===== config.mk =====
export PLATFORM = sky130hd
export DESIGN_NAME = lcd_bus_decoder
export DESIGN_NICKNAME = d
export VERILOG_FILES = /design/src/rtl/lcd_bus_decoder.sv
export SDC_FILE = /design/constraint.sdc
export NUM_CORES = 1
export LEC_CHECK = 0
export CAP_MARGIN = 20
export CORE_AREA = 5 5 93 95
export DETAILED_ROUTE_END_ITERATION = 10
export DIE_AREA = 0 0 98 100
export PLACE_DENSITY = 0.59
export SYNTH_ARGS = -nofsm -noshare
export SYNTH_HDL_FRONTEND = slang
export SYNTH_SLANG_ARGS = --single-unit

===== constraint.sdc =====
create_clock -name clk -period 2.4 [get_ports clk]
set_input_delay 0.48 -clock clk [delete_from_list [all_inputs] [get_ports clk]]
set_output_delay 0.48 -clock clk [all_outputs]
set_load 0.03 [all_outputs]

===== src/rtl/lcd_bus_decoder.sv =====
// Receive side of a 4-bit HD44780-style LCD bus: reassembles nibbles into bytes and shadows the DDRAM cursor.
// Latency SYNC_STAGES+2 clk from an E falling edge to a pulse; passive monitor with no backpressure.
module lcd_bus_decoder #(
    parameter int SYNC_STAGES = 2,
    parameter int TIMEOUT     = 4096
) (
    input  logic       clk,
    input  logic       rst,
    input  logic       LCD_E,
    input  logic       LCD_RS,
    input  logic       LCD_W,
    input  logic [3:0] data,
    output logic       byte_valid,
    output logic [7:0] byte_data,
    output logic       byte_rs,
    output logic [6:0] byte_addr,
    output logic       mode_4bit,
    output logic [6:0] ddram_addr,
    output logic       proto_err,
    output logic       read_seen
);

    localparam int CW = $clog2(TIMEOUT + 1);

    typedef enum logic {IDLE, HAVE_HI} state_t;

    // bus word layout: {E, RS, W, data[3:0]}
    logic [6:0] sync_q [SYNC_STAGES];
    logic [6:0] synced;
    logic       e_prev;
    logic       stb_q, stb_rs, stb_w;
    logic [3:0] stb_dat;

    state_t     state, state_n;
    logic [3:0] hi_q, hi_n;
    logic       hi_rs_q, hi_rs_n;
    logic [CW-1:0] cnt_q, cnt_n;

    logic       bv_n, brs_n, mode_n, perr_n, rd_n;
    logic [7:0] bd_n;
    logic [6:0] ba_n, addr_n;
    logic       emit, emit_rs;
    logic [7:0] emit_byte;

    assign synced = sync_q[SYNC_STAGES-1];

    function automatic logic [6:0] addr_inc(input logic [6:0] a);
        if (a == 7'h27)      return 7'h40;
        else if (a == 7'h67) return 7'h00;
        else                 return a + 7'd1;
    endfunction

    always_ff @(posedge clk or posedge rst) begin
        if (rst) begin
            for (int i = 0; i < SYNC_STAGES; i++) sync_q[i] <= '0;
            e_prev  <= 1'b0;
            stb_q   <= 1'b0;
            stb_rs  <= 1'b0;
            stb_w   <= 1'b0;
            stb_dat <= 4'h0;
        end else begin
            sync_q[0] <= {LCD_E, LCD_RS, LCD_W, data};
            for (int i = 1; i < SYNC_STAGES; i++) sync_q[i] <= sync_q[i-1];
            e_prev  <= synced[6];
            stb_q   <= e_prev & ~synced[6];
            stb_rs  <= synced[5];
            stb_w   <= synced[4];
            stb_dat <= synced[3:0];
        end
    end

    always_comb begin
        state_n   = state;
        hi_n      = hi_q;
        hi_rs_n   = hi_rs_q;
        cnt_n     = cnt_q;
        mode_n    = mode_4bit;
        addr_n    = ddram_addr;
        bv_n      = 1'b0;
        bd_n      = byte_data;
        brs_n     = byte_rs;
        ba_n      = byte_addr;
        perr_n    = 1'b0;
        rd_n      = 1'b0;
        emit      = 1'b0;
        emit_byte = 8'h00;
        emit_rs   = 1'b0;

        if (stb_q && stb_w) begin
            rd_n = 1'b1;
        end else if (stb_q && !mode_4bit) begin
            emit      = 1'b1;
            emit_byte = {stb_dat, 4'h0};
            emit_rs   = stb_rs;
            if (stb_dat == 4'h2 && !stb_rs) mode_n = 1'b1;
        end else begin
            case (state)
                IDLE: begin
                    if (stb_q) begin
                        hi_n    = stb_dat;
                        hi_rs_n = stb_rs;
                        cnt_n   = '0;
                        state_n = HAVE_HI;
                    end
                end
                HAVE_HI: begin
                    if (stb_q) begin
                        state_n = IDLE;
                        hi_n    = 4'h0;
                        if (stb_rs == hi_rs_q) begin
                            emit      = 1'b1;
                            emit_byte = {hi_q, stb_dat};
                            emit_rs   = stb_rs;
                        end else begin
                            perr_n = 1'b1;
                        end
                    end else if (cnt_q == CW'(TIMEOUT - 1)) begin
                        perr_n  = 1'b1;
                        hi_n    = 4'h0;
                        state_n = IDLE;
                    end else begin
                        cnt_n = cnt_q + 1'b1;
                    end
                end
                default: state_n = IDLE;
            endcase
        end

        if (emit) begin
            bv_n  = 1'b1;
            bd_n  = emit_byte;
            brs_n = emit_rs;
            if (emit_rs) begin
                ba_n   = ddram_addr;
                addr_n = addr_inc(ddram_addr);
            end else if (emit_byte == 8'h01 || emit_byte[7:1] == 7'b0000001) begin
                addr_n = 7'h00;
            end else if (emit_byte[7]) begin
                addr_n = emit_byte[6:0];
            end
        end
    end

    always_ff @(posedge clk or posedge rst) begin
        if (rst) begin
            state      <= IDLE;
            hi_q       <= 4'h0;
            hi_rs_q    <= 1'b0;
            cnt_q      <= '0;
            byte_valid <= 1'b0;
            byte_data  <= 8'h00;
            byte_rs    <= 1'b0;
            byte_addr  <= 7'h00;
            mode_4bit  <= 1'b0;
            ddram_addr <= 7'h00;
            proto_err  <= 1'b0;
            read_seen  <= 1'b0;
        end else begin
            state      <= state_n;
            hi_q       <= hi_n;
            hi_rs_q    <= hi_rs_n;
            cnt_q      <= cnt_n;
            byte_valid <= bv_n;
            byte_data  <= bd_n;
            byte_rs    <= brs_n;
            byte_addr  <= ba_n;
            mode_4bit  <= mode_n;
            ddram_addr <= addr_n;
            proto_err  <= perr_n;
            read_seen  <= rd_n;
        end
    end

endmodule

==> flow_metrics.py <==
metrics = {
    "timing": {
        "rsz0062_at_grt": "false",
        "finalCriticalPeriod_ps": 2170,
        "finalSetupTns_ps": 0,
        "relSlewSlack_pct": 61.9,
        "fin_worst_skew_ps": 10.5,
        "tightest_slew_ps": 571,
        "hold_viol_final": 0,
        "fmax_mhz": 460,
        "hold_slack_ps": 350,
        "final_max_slew_viol_count": 0,
        "setup_viol": 0,
        "period_share_pct": 90.6,
    },
    "final_layout": {
        "stdcell_count": 399,
        "drive_above_1_share_pct": 12.8,
        "syn2layout_area_growth_pct": 22.6,
        "stdcell_area_sq_um": 3630,
        "layout_common_cells": "68 x dfrtp_1, 35 x clkdlybuf4s50_1, 16 x nand2_1, 10 x nor2_1, 10 x mux2i_1",
        "finalNetCount": 305,
        "layout_commonest_cell": "dfrtp_1",
        "antenna_cells": 0,
    },
    "clock_tree": {
        "cts-root-buf": "clkbuf_8",
        "clock-sinks": 68,
        "cts_tree": "built",
        "clock_latency_ps": 350,
        "cts_buffer_depth": 2,
        "cts_setup_buffers": 0,
        "path_clk_slew_ps": 80,
        "htree_levels": 3,
        "cts_hold_buf": 0,
        "cts_made_buffers": 9,
        "ctsResizeCount": 0,
    },
    "die": {
        "dieWidth_um": 98,
        "initial_core_util_pct": 38.7,
        "row_count": 32,
        "die_area_sq_um": 9800,
        "die_y_um": 100,
        "ios": 36,
        "core_area_sq_um": 7650,
    },
    "run_status": {
        "status": "finished clean",
    },
    "setup_path": {
        "max_stage_delay_ps": 760,
        "start_kind": "flip-flop",
        "path_class": "reg -> out",
        "critPathTopFamily": "buffers and inverters",
        "critPathMaxFanout": 12,
        "required_ps": 1920,
        "cp_num_buf_inv": 1,
        "critPathCaptureType": "primary output",
        "path_cells": "clkdlybuf4s50_1",
        "crit_arrival_ps": 1690,
        "cp_slowest_cell": "clkdlybuf4s50_1",
    },
    "route": {
        "drtIter0Drc": 108,
        "wl_met3_um": 305,
        "drt_first_pass_iters": 4,
        "met1_length_mm": 3.17,
        "drc_errors": 0,
        "routed.top_layer": "met4",
        "dr_wl_met2_mm": 2.99,
        "wl_per_cell_um": 16.4,
        "wl_mm": 6.56,
        "viasPerCell": 5.37,
        "vias": 2143,
        "postRouteAntennaNets": 0,
    },
    "placed_design": {
        "placed_cell_area_sq_um": 3440,
        "dp_cells": 384,
        "dp.final_hpwl_mm": 4.59,
        "io_buffer_count": 35,
        "gp_congestion": 0.908,
    },
    "synthesis": {
        "ys_types": 55,
        "synthFlopType": "dfrtp_1",
        "syn-num-nets": 264,
        "synth_edf_count": 0,
        "syn_area_sq_um": 2960,
        "syn_inst": 252,
        "yosys_warnings": 0,
        "ys_seq_elements": 68,
        "async_flop_share_pct": 100,
        "syn_area_per_cell_sq_um": 11.8,
        "yosysSeqAreaShare_pct": 57.4,
    },
    "power": {
        "power.density_nw_per_um2": 771,
        "p_leak_uw": 0.00160,
        "peakVddDrop_uv": 510,
    },
    "global_route": {
        "track_usage_pct": 14.2,
        "grt_pass1_vias": 2183,
        "grt_antenna_before_repair": 0,
        "grt_overflow": 0,
        "grt_max_degree": 30,
        "grt_pass1_wl_mm": 11.1,
    },
    "job": {
        "maxCapViolCount": 0,
    },
    "hold_path": {
        "hold_class": "reg -> reg",
    },
}
kinds of logic after synthesis:
| family | Yosys count | share of synthesized area, % |
|---|---|---|
| simple gates | 78 | 15.1 |
| compound gates | 64 | 16.6 |
| fa+ha+maj | 3 | 1.27 |
| mux | 16 | 5.66 |
| buf+inv | 22 | 3.67 |
| xor+xnor | 1 | 0.296 |
| flops | 68 | 57.4 |
synth_stat cells (4+ instances only):
cell type	number	area (sq um)
dfrtp_1	68	1700
nand2_1	16	60.1
inv_1	10	37.5
mux2i_1	10	100
nor2_1	10	37.5
nand3_1	9	45.0
a22o_1	8	70.1
nor3_1	8	40.0
o211ai_1	8	60.1
o21ai_0	8	40.0
a21oi_1	6	30.0
mux2_2	6	67.6
clkbuf_1	5	18.8
a211oi_1	4	30.0
a31oi_1	4	25.0
and2_1	4	25.0
and3_1	4	25.0
nand4_1	4	25.0
final timing paths:
kind                       cells after the start  slack [ps]             startpoint                   endpoint
max in group asynchronous                      3        1450                    rst        hi_q[0]$_DFFE_PP0P_
hold reg to reg                                0         350    synced[1]$_DFF_PP0_       stb_dat[1]$_DFF_PP0_
min in group asynchronous                      2         450                    rst        sync_q[8]$_DFF_PP0_
hold / removal                                 0         350    synced[1]$_DFF_PP0_       stb_dat[1]$_DFF_PP0_
setup reg to reg                               5         380       stb_rs$_DFF_PP0_  ddram_addr[0]$_DFFE_PP0P_
setup / recovery                               1         230  mode_4bit$_DFFE_PP0P_                  mode_4bit
flip-flops by register name, summed over array words and instances, names as in the netlist, 4 cells and up:
| name | cells |
|---|---|
| byte_addr | 7 |
| sync_q | 7 |
| cnt_q | 13 |
| ddram_addr | 7 |
| synced | 7 |
| hi_q | 4 |
| byte_data | 8 |
| stb_dat | 4 |
where the power goes:
group | total [uW] | switching (uW) | leakage [uW] | internal [uW]
Clock | 914 | 442 | 0.0000873 | 473
Combinational | 485 | 270 | 0.000639 | 214
Sequential | 1400 | 137 | 0.000876 | 1260
final cells by class:
type                    instances  area (sq um)
multi-input cells             162          1150
clock buffers                   9           124
repair buffers                 41           420
flip-flops and latches         68          1700
clock inverters                 6          66.3
well taps                     102           128
inverters                      11          41.3
fillers                       707          4010
per-stage QoR:
stage                     power (uW)  worst slack, ps  utilization [%]
after global placement          1890              453             45.0
after detailed placement        1910              412             45.0
after floorplan                 1720              208                -
final                           2800              226             47.5
after global routing            2950              145             47.5
after CTS                       2830              228             47.5
per-layer routing:
metal  track usage [%]  vias to the layer above
met3              4.10                        8
met5                 0                        -
met4              5.32                        0
met2              20.7                       57
met1              20.1                     1058
li1                  -                     1020
Power figures use the tool's default switching activity.
